===== src/rtl/sipo_deser_pkg.sv =====
// sipo_deser_pkg: shared states, width limits and parity helper for the deserializer
package sipo_deser_pkg;

    typedef enum logic [1:0] {IDLE, SHIFT, PARITY} state_t;

    localparam int WIDTH_MIN = 2;
    localparam int WIDTH_MAX = 32;

    function automatic logic xor_reduce(input logic [WIDTH_MAX:0] v);
        return ^v;
    endfunction

endpackage


===== src/rtl/sipo_shift_reg.sv =====
// sipo_shift_reg: WIDTH-bit shift register with clear-and-load-first-bit support
module sipo_shift_reg #(
    parameter int WIDTH     = 4,
    parameter bit MSB_FIRST = 1
) (
    input  logic             clk,
    input  logic             reset,
    input  logic             clear,
    input  logic             shift_en,
    input  logic             sin,
    output logic [WIDTH-1:0] q,
    output logic [WIDTH-1:0] q_next
);

    logic [WIDTH-1:0] base;

    // clear drops the old word so a simultaneous shift starts a fresh frame at bit 0
    always_comb begin
        base   = clear ? '0 : q;
        q_next = shift_en ? (MSB_FIRST ? {base[WIDTH-2:0], sin} : {sin, base[WIDTH-1:1]}) : base;
    end

    // register the next word
    always_ff @(posedge clk) begin
        q <= reset ? '0 : q_next;
    end

endmodule


===== src/rtl/sipo_deser.sv =====
// sipo_deser: framed serial-to-parallel deserializer; parity checking enabled by SIPO_DESER_PARITY_EN
module sipo_deser
    import sipo_deser_pkg::*;
#(
    parameter int WIDTH     = 4,
    parameter bit MSB_FIRST = 1
) (
    input  logic             clk,
    input  logic             reset,
    input  logic             sin,
    input  logic             sin_valid,
    input  logic             frame_start,
    output logic [WIDTH-1:0] data_out,
    output logic             load,
    output logic             busy,
    output logic             framing_err,
    output logic             parity_err
);

    localparam int CW = $clog2(WIDTH + 1);
    localparam logic [CW-1:0] LAST = CW'(WIDTH - 1);

    if (WIDTH < WIDTH_MIN || WIDTH > WIDTH_MAX) begin : g_bad_width
        $error("sipo_deser: WIDTH out of range");
    end

    state_t           state, state_n;
    logic [CW-1:0]    cnt, cnt_n;
    logic             clear, shift_en, load_n, ferr_n;
    logic [WIDTH-1:0] q, q_next;
`ifdef SIPO_DESER_PARITY_EN
    logic             perr_n;
`endif

    sipo_shift_reg #(.WIDTH(WIDTH), .MSB_FIRST(MSB_FIRST)) u_shift (
        .clk     (clk),
        .reset   (reset),
        .clear   (clear),
        .shift_en(shift_en),
        .sin     (sin),
        .q       (q),
        .q_next  (q_next)
    );

    // frame sequencing: accept, restart, complete and (optionally) parity-check
    always_comb begin
        state_n  = state;
        cnt_n    = cnt;
        clear    = 1'b0;
        shift_en = 1'b0;
        load_n   = 1'b0;
        ferr_n   = 1'b0;
`ifdef SIPO_DESER_PARITY_EN
        perr_n   = 1'b0;
`endif
        if (sin_valid) begin
            case (state)
                IDLE: if (frame_start) begin
                    clear    = 1'b1;
                    shift_en = 1'b1;
                    cnt_n    = CW'(1);
                    state_n  = SHIFT;
                end
                SHIFT: begin
                    shift_en = 1'b1;
                    if (frame_start) begin
                        clear  = 1'b1;
                        ferr_n = 1'b1;
                        cnt_n  = CW'(1);
                    end else if (cnt == LAST) begin
                        cnt_n   = '0;
`ifdef SIPO_DESER_PARITY_EN
                        state_n = PARITY;
`else
                        load_n  = 1'b1;
                        state_n = IDLE;
`endif
                    end else begin
                        cnt_n = cnt + CW'(1);
                    end
                end
`ifdef SIPO_DESER_PARITY_EN
                PARITY: if (frame_start) begin
                    clear    = 1'b1;
                    shift_en = 1'b1;
                    ferr_n   = 1'b1;
                    cnt_n    = CW'(1);
                    state_n  = SHIFT;
                end else begin
                    perr_n  = xor_reduce((WIDTH_MAX + 1)'({q, sin}));
                    load_n  = ~perr_n;
                    state_n = IDLE;
                end
`endif
                default: state_n = IDLE;
            endcase
        end
    end

    // state and bit counter
    always_ff @(posedge clk) begin
        if (reset) begin
            state <= IDLE;
            cnt   <= '0;
        end else begin
            state <= state_n;
            cnt   <= cnt_n;
        end
    end

    // output word and one-cycle strobes; q_next equals the finished word whenever load_n is set
    always_ff @(posedge clk) begin
        if (reset) begin
            data_out    <= '0;
            load        <= 1'b0;
            framing_err <= 1'b0;
        end else begin
            load        <= load_n;
            framing_err <= ferr_n;
            if (load_n) data_out <= q_next;
        end
    end

`ifdef SIPO_DESER_PARITY_EN
    // parity error strobe
    always_ff @(posedge clk) begin
        parity_err <= reset ? 1'b0 : perr_n;
    end
`else
    assign parity_err = 1'b0;
`endif

    assign busy = (state != IDLE);

endmodule


===== config.mk =====
export PLATFORM = sky130hd
export DESIGN_NAME = sipo_deser
export DESIGN_NICKNAME = d
export VERILOG_FILES = /design/src/rtl/sipo_deser_pkg.sv /design/src/rtl/sipo_shift_reg.sv /design/src/rtl/sipo_deser.sv
export SDC_FILE = /design/constraint.sdc
export NUM_CORES = 1
export LEC_CHECK = 0
export ABC_AREA = 1
export CORE_AREA = 3 3 40 42
export CTS_CLUSTER_SIZE = 24
export DETAILED_ROUTE_END_ITERATION = 10
export DIE_AREA = 0 0 43 45
export PLACE_DENSITY_LB_ADDON = 0.08
export SYNTH_ARGS = -nofsm -noshare
export SYNTH_HDL_FRONTEND = slang
export SYNTH_SLANG_ARGS = --single-unit

===== constraint.sdc =====
create_clock -name clk -period 1.4 [get_ports clk]
set_input_delay 0.28 -clock clk [delete_from_list [all_inputs] [get_ports clk]]
set_output_delay 0.28 -clock clk [all_outputs]
set_load 0.03 [all_outputs]

==> results of run 1 <==
## cell type report
type,instances,share of cell area (%)
clock buffers,4,4.731
multi-input cells,52,36.38
inverters,4,1.958
flip-flops and latches,14,36.54
well taps,15,2.447
repair buffers,16,17.94
## cells in the mapped netlist
library cell  number
ha_1               1
nand3_1           12
dfxtp_1           14
clkinv_1           1
inv_1              3
nand2_2            1
nand2_1           21
nor2_8             2
buf_2              1
nor2_1             4
a21oi_1            8
nand2_4            2
conb_1             1
buf_4              1
## state kept, by name, indices dropped and copies added, names as in the netlist
signal	flops
framing_err	1
state	1
cnt	3
load	1
u_shift.q	4
data_out	4
## stage by stage
step	setup WS, ns	area, µm²	hold slack [ns]
after detailed placement	-0.09027	738.2	0.4604
after global placement	-0.06813	738.2	0.4609
after global routing	0.06139	767.0	0.4966
after floorplan	0.2134	586.8	0.4359
after CTS	0.09939	767.0	0.4727
final	0.1144	767.0	0.4673
## path summary, 6_finish.rpt
check,cells after the start,endpoint,slack [ns]
setup / recovery,1,data_out[3],0.11
hold / removal,2,cnt[2]$_SDFFE_PP0P_,0.47
setup reg to reg,7,data_out[1]$_SDFFE_PP0P_,0.29
hold reg to reg,2,cnt[2]$_SDFFE_PP0P_,0.47
## cells by family after synthesis
family | count (synthesis) | share of synthesized area [%]
flip-flops | 14 | 47.76
AND/OR/NAND/NOR | 42 | 37.95
adder cells (fa/ha/maj) | 1 | 2.132
AO/OA/AOI/OAI | 8 | 6.823
other | 1 | 0.6390
buffers and inverters | 6 | 4.690
## power groups by stage
stage | clock (mW) | sequential (mW) | combinational [mW]
detailed placement | 0 | 0.421 | 0.0770
global route | 0.315 | 0.412 | 0.0846
floorplan | 0 | 0.424 | 0.0391
finish | 0.280 | 0.411 | 0.0761
CTS | 0.293 | 0.411 | 0.0770
global placement | 0 | 0.421 | 0.0764
## per-layer routing
| metal | share of wire (%) | global-route usage, % | up-vias |
|---|---|---|---|
| met5 | 0 | 0 | - |
| met4 | 1.1 | 5.422 | 0 |
| met3 | 7.1 | 5.976 | 2 |
| met2 | 44 | 21.56 | 13 |
| met1 | 48 | 15.09 | 218 |
| li1 | - | - | 266 |
## tightest hold or removal path: stages, from the launching register on
cell     delay (ns)
dfxtp_1        0.31
nand3_1        0.08
a21oi_1        0.04
## placed cells by master (no fill, tap or decap)
cell / netlist / final
nand2_1: 21 / 21
conb_1: 1 / 1
dfxtp_1: 14 / 14
inv_1: 3 / 3
nand3_1: 12 / 12
clkinv_1: 1 / 1
ha_1: 1 / 1
clkbuf_8: 0 / 1
a21oi_1: 8 / 8
nor2_1: 4 / 4
clkdlybuf4s50_1: 0 / 4
buf_4: 1 / 6
dlygate4sd2_1: 0 / 6
nor2_8: 2 / 2
nand2_2: 1 / 1
nand2_4: 2 / 2
clkbuf_4: 0 / 3
## timing repair
item                       4_1_cts  5_1_grt
setup endpoints to repair        6        0
gates resized for setup          6        0
buffers inserted                 0        0
==> flow_metrics.env, run 1 <==
export IMPL_yosysUniqueCellTypes=14
export IMPL_p_int_uw=595.2
export IMPL_routed_wl_um=1027
export IMPL_gp_congestion=0.8239
export IMPL_setup_viol=0
export IMPL_cts_sinks=14
export IMPL_cpLargestDelayFamily="buffers and inverters"
export IMPL_final_cells=105
export IMPL_sw_frac_of_total_pct=22.45
export IMPL_fp_dieW_um=43
export IMPL_antenna_found_initial=0
export IMPL_crit_path_start_kind="flip-flop"
export IMPL_power_density_nw_per_um2=1001
export IMPL_finClkSkew_ns=0.0006619
export IMPL_syn_area_um2=586.8
export IMPL_hold_viol=0
export IMPL_total_power_uw=767.5
export IMPL_die_y_um=45
export IMPL_clkPwrFrac_pct=36.5
export IMPL_viasPerCell=4.752
export IMPL_nNetsFinal=97
export IMPL_yosys_area_top_type_share_pct=47.76
export IMPL_p_seq_share_pct=53.6
export IMPL_grt_use_total_pct=13.20
export IMPL_post_route_util_pct=59.69
export IMPL_critPathRequiredTime_ns=1.12
export IMPL_row_count=13
export IMPL_cts_tree="yes"
export IMPL_postCtsHoldBufs=0
export IMPL_hp_start="cnt[2]$_SDFFE_PP0P_"
export IMPL_cap_violations=0
export IMPL_critPathCaptureType="output port"
export IMPL_cp_cell_sequence="dlygate4sd2_1"
export IMPL_rsz0062_at_grt="false"
export IMPL_syn_to_final_growth_pct=30.70
export IMPL_layout_drive_gt1_share_pct=16.67
export IMPL_n_fill_cell=131
export IMPL_final_antenna_net_count=0
export IMPL_regArea_um2=280.3
export IMPL_postSynthAreaPerCell_um2=8.150
export IMPL_p_comb_share_pct=9.9
export IMPL_critPathKind="reg -> out"
export IMPL_cts_buffers=3
export IMPL_grt_remaining_overflow=0
export IMPL_ys_ff_latch=14
export IMPL_grt_max_degree=10
export IMPL_netlist_top_cells_area="dfxtp_1, nand2_1, nand3_1, a21oi_1, nor2_8"
export IMPL_slew_violations=0
export IMPL_fmax_ghz=0.7779
export IMPL_dp_hpwl_um=816.4
export IMPL_seq_area_frac_synth_pct=47.76
export IMPL_start_util_pct=45.67
export IMPL_worst_path_buf_inv=1
export IMPL_critPathMaxStageDelay_ns=0.40
export IMPL_clk_pin_slew_worst_paths_ns=0.08
export IMPL_core_area_um2=1285
export IMPL_ys_warnings_count=0
export IMPL_h_tree_depth=1
export IMPL_grt_pass1_wl_um=1904
export IMPL_regToRegStartpoint="cnt[0]$_SDFFE_PP0P_"
export IMPL_synthCells=72
export IMPL_crit_fanout=2
export IMPL_die_area_um2=1935
export IMPL_io_buffers=11
export IMPL_dr_pass1_iters=4
export IMPL_antennaDiodeCount=0
export IMPL_root_buffer="clkbuf_4"
export IMPL_hold_path_class="reg -> reg"
export IMPL_leakagePower_nw=0.4270
export IMPL_multi_input_area_um2=279.0
export IMPL_drcViolationCount=0
export IMPL_cp_arrival_ns=1.01
export IMPL_clockBufferDepth=2
export IMPL_fin_crit_sh_pct=91.83
export IMPL_syn_nets=78
export IMPL_grt_pass1_vias=481
export IMPL_post_route_min_period_ns=1.286
export IMPL_wire_per_inst_um=9.781
export IMPL_p_switching_uw=172.3
export IMPL_cp_slowest_cell="dlygate4sd2_1"
export IMPL_setup_tns_ns=0
export IMPL_vias=499
export IMPL_synth_top_cell_by_area="dfxtp_1"
export IMPL_io_pins=13
export IMPL_first_iter_violations=7
export IMPL_ir_drop_mv=0.5320
export IMPL_placed_cells=101
export IMPL_clk_latency_ns=0.27
export IMPL_status="completed"
export IMPL_crit_path_start="data_out[3]$_SDFFE_PP0P_"
Power figures use the tool's default switching activity.
==> run 2: changes to the inputs <==
--- a/config.mk
+++ b/config.mk
@@ -6,10 +6,12 @@
 export NUM_CORES = 1
 export LEC_CHECK = 0
 export ABC_AREA = 1
-export CORE_AREA = 3 3 40 42
+export CELL_PAD_IN_SITES_DETAIL_PLACEMENT = 1
+export CELL_PAD_IN_SITES_GLOBAL_PLACEMENT = 2
+export CORE_MARGIN = 3
+export CORE_UTILIZATION = 26
 export CTS_CLUSTER_SIZE = 24
 export DETAILED_ROUTE_END_ITERATION = 10
-export DIE_AREA = 0 0 43 45
 export PLACE_DENSITY_LB_ADDON = 0.08
 export SYNTH_ARGS = -nofsm -noshare
 export SYNTH_HDL_FRONTEND = slang
==> flow_metrics.env, run 2 (same netlist as run 1, synthesis figures left out) <==
export IMPL_post_route_min_period_ns=1.296
export IMPL_clk_pin_slew_worst_paths_ns=0.08
export IMPL_setup_viol=0
export IMPL_critPathKind="reg -> out"
export IMPL_reg_top3="data_out (4), u_shift.q (4), cnt (3)"
export IMPL_fp_dieW_um=53.51
export IMPL_cp_slowest_cell="dlygate4sd2_1"
export IMPL_status="completed"
export IMPL_slew_violations=0
export IMPL_leakagePower_nw=0.4246
export IMPL_hold_viol=0
export IMPL_dp_hpwl_um=1006
export IMPL_grt_remaining_overflow=0
export IMPL_finalHoldWorstSlack_ns=0.4732
export IMPL_grt_max_degree=11
export IMPL_place_ws_ns=-0.1197
export IMPL_cts_buffers=3
export IMPL_clockBufferDepth=2
export IMPL_layout_common_cells="nand2_1, dfxtp_1, nand3_1"
export IMPL_ir_drop_mv=0.4061
export IMPL_h_tree_depth=1
export IMPL_clk_latency_ns=0.27
export IMPL_fin_crit_sh_pct=92.54
export IMPL_row_count=16
export IMPL_total_power_uw=714.2
export IMPL_layout_drive_gt1_share_pct=15.73
export IMPL_routed_wl_um=1278
export IMPL_wire_per_inst_um=11.02
export IMPL_hold_path_class="reg -> reg"
export IMPL_viasPerCell=4.328
export IMPL_grt_pass1_wl_um=2332
export IMPL_grt_use_total_pct=11.59
export IMPL_finClkSkew_ns=0.003486
export IMPL_rsz0062_at_grt="false"
export IMPL_nNetsFinal=97
export IMPL_antennaDiodeCount=0
export IMPL_io_buffers=11
export IMPL_die_y_um=53.51
export IMPL_io_pins=13
export IMPL_gp_congestion=0.7016
export IMPL_power_density_nw_per_um2=914.8
export IMPL_placed_cells=113
export IMPL_critPathCaptureType="output port"
export IMPL_cpLargestDelayFamily="buffers and inverters"
export IMPL_final_common_cell="nand2_1"
export IMPL_postCtsHoldBufs=0
export IMPL_vias=502
export IMPL_antenna_found_initial=0
export IMPL_final_antenna_net_count=0
export IMPL_crit_fanout=2
export IMPL_root_buffer="clkbuf_4"
export IMPL_drcViolationCount=0
export IMPL_critPathRequiredTime_ns=1.12
export IMPL_crit_path_start_kind="flip-flop"
export IMPL_cts_setup_buffers=0
export IMPL_cap_violations=0
export IMPL_ctsResizeCount=6
export IMPL_cts_tree="yes"
export IMPL_first_iter_violations=4
export IMPL_fmax_ghz=0.7718
export IMPL_syn_to_final_growth_pct=33.05
export IMPL_start_util_pct=28.74
export IMPL_grt_pass1_vias=549
export IMPL_cp_arrival_ns=1.02
export IMPL_critPathMaxStageDelay_ns=0.40
export IMPL_worst_slack_ns=0.1044
export IMPL_final_cells=116
export IMPL_cts_sinks=14
export IMPL_worst_path_buf_inv=1
export IMPL_setup_tns_ns=0
export IMPL_cp_cell_sequence="dlygate4sd2_1"
export IMPL_core_area_um2=2042
export IMPL_dr_pass1_iters=3
export IMPL_die_area_um2=2863
run 2: cell type report:
cell class / instances / area [µm²]
inverter: 4 / 15.01
fill: 258 / 1261
timing repair buffer: 16 / 150.1
multi-input combinational: 52 / 279.0
sequential: 14 / 280.3
tap: 27 / 33.78
clock buffer: 3 / 22.52
run 2: per-layer routing:
layer  vias up  share of wire [%]  GRT usage (%)
met3         2                5.0          5.634
li1        267                  -              -
met2         9                 47          18.57
met5         -                  0              0
met4         0               0.78          2.553
met1       224                 47          13.90
run 2: report_power, final:
part           internal (mW)  switching (mW)  total, mW
Clock                 0.0995           0.122      0.221
Combinational         0.0360          0.0464     0.0824
Sequential             0.405         0.00575      0.411
Total                  0.540           0.174      0.714
run 2: through the flow:
stage | area (µm²) | utilization, %
floorplan | 586.8 | -
global placement | 765.7 | 37.50
detailed placement | 765.7 | 37.50
CTS | 780.7 | 38.24
global route | 780.7 | 38.24
finish | 780.7 | 38.24
run 2: path summary, 6_finish.rpt:
path | from | to | slack [ns] | cells after the start
setup reg to reg | cnt[0]$_SDFFE_PP0P_ | data_out[1]$_SDFFE_PP0P_ | 0.29 | 7
setup / recovery | data_out[3]$_SDFFE_PP0P_ | data_out[3] | 0.10 | 1
hold reg to reg | cnt[2]$_SDFFE_PP0P_ | cnt[2]$_SDFFE_PP0P_ | 0.47 | 2
hold / removal | cnt[2]$_SDFFE_PP0P_ | cnt[2]$_SDFFE_PP0P_ | 0.47 | 2
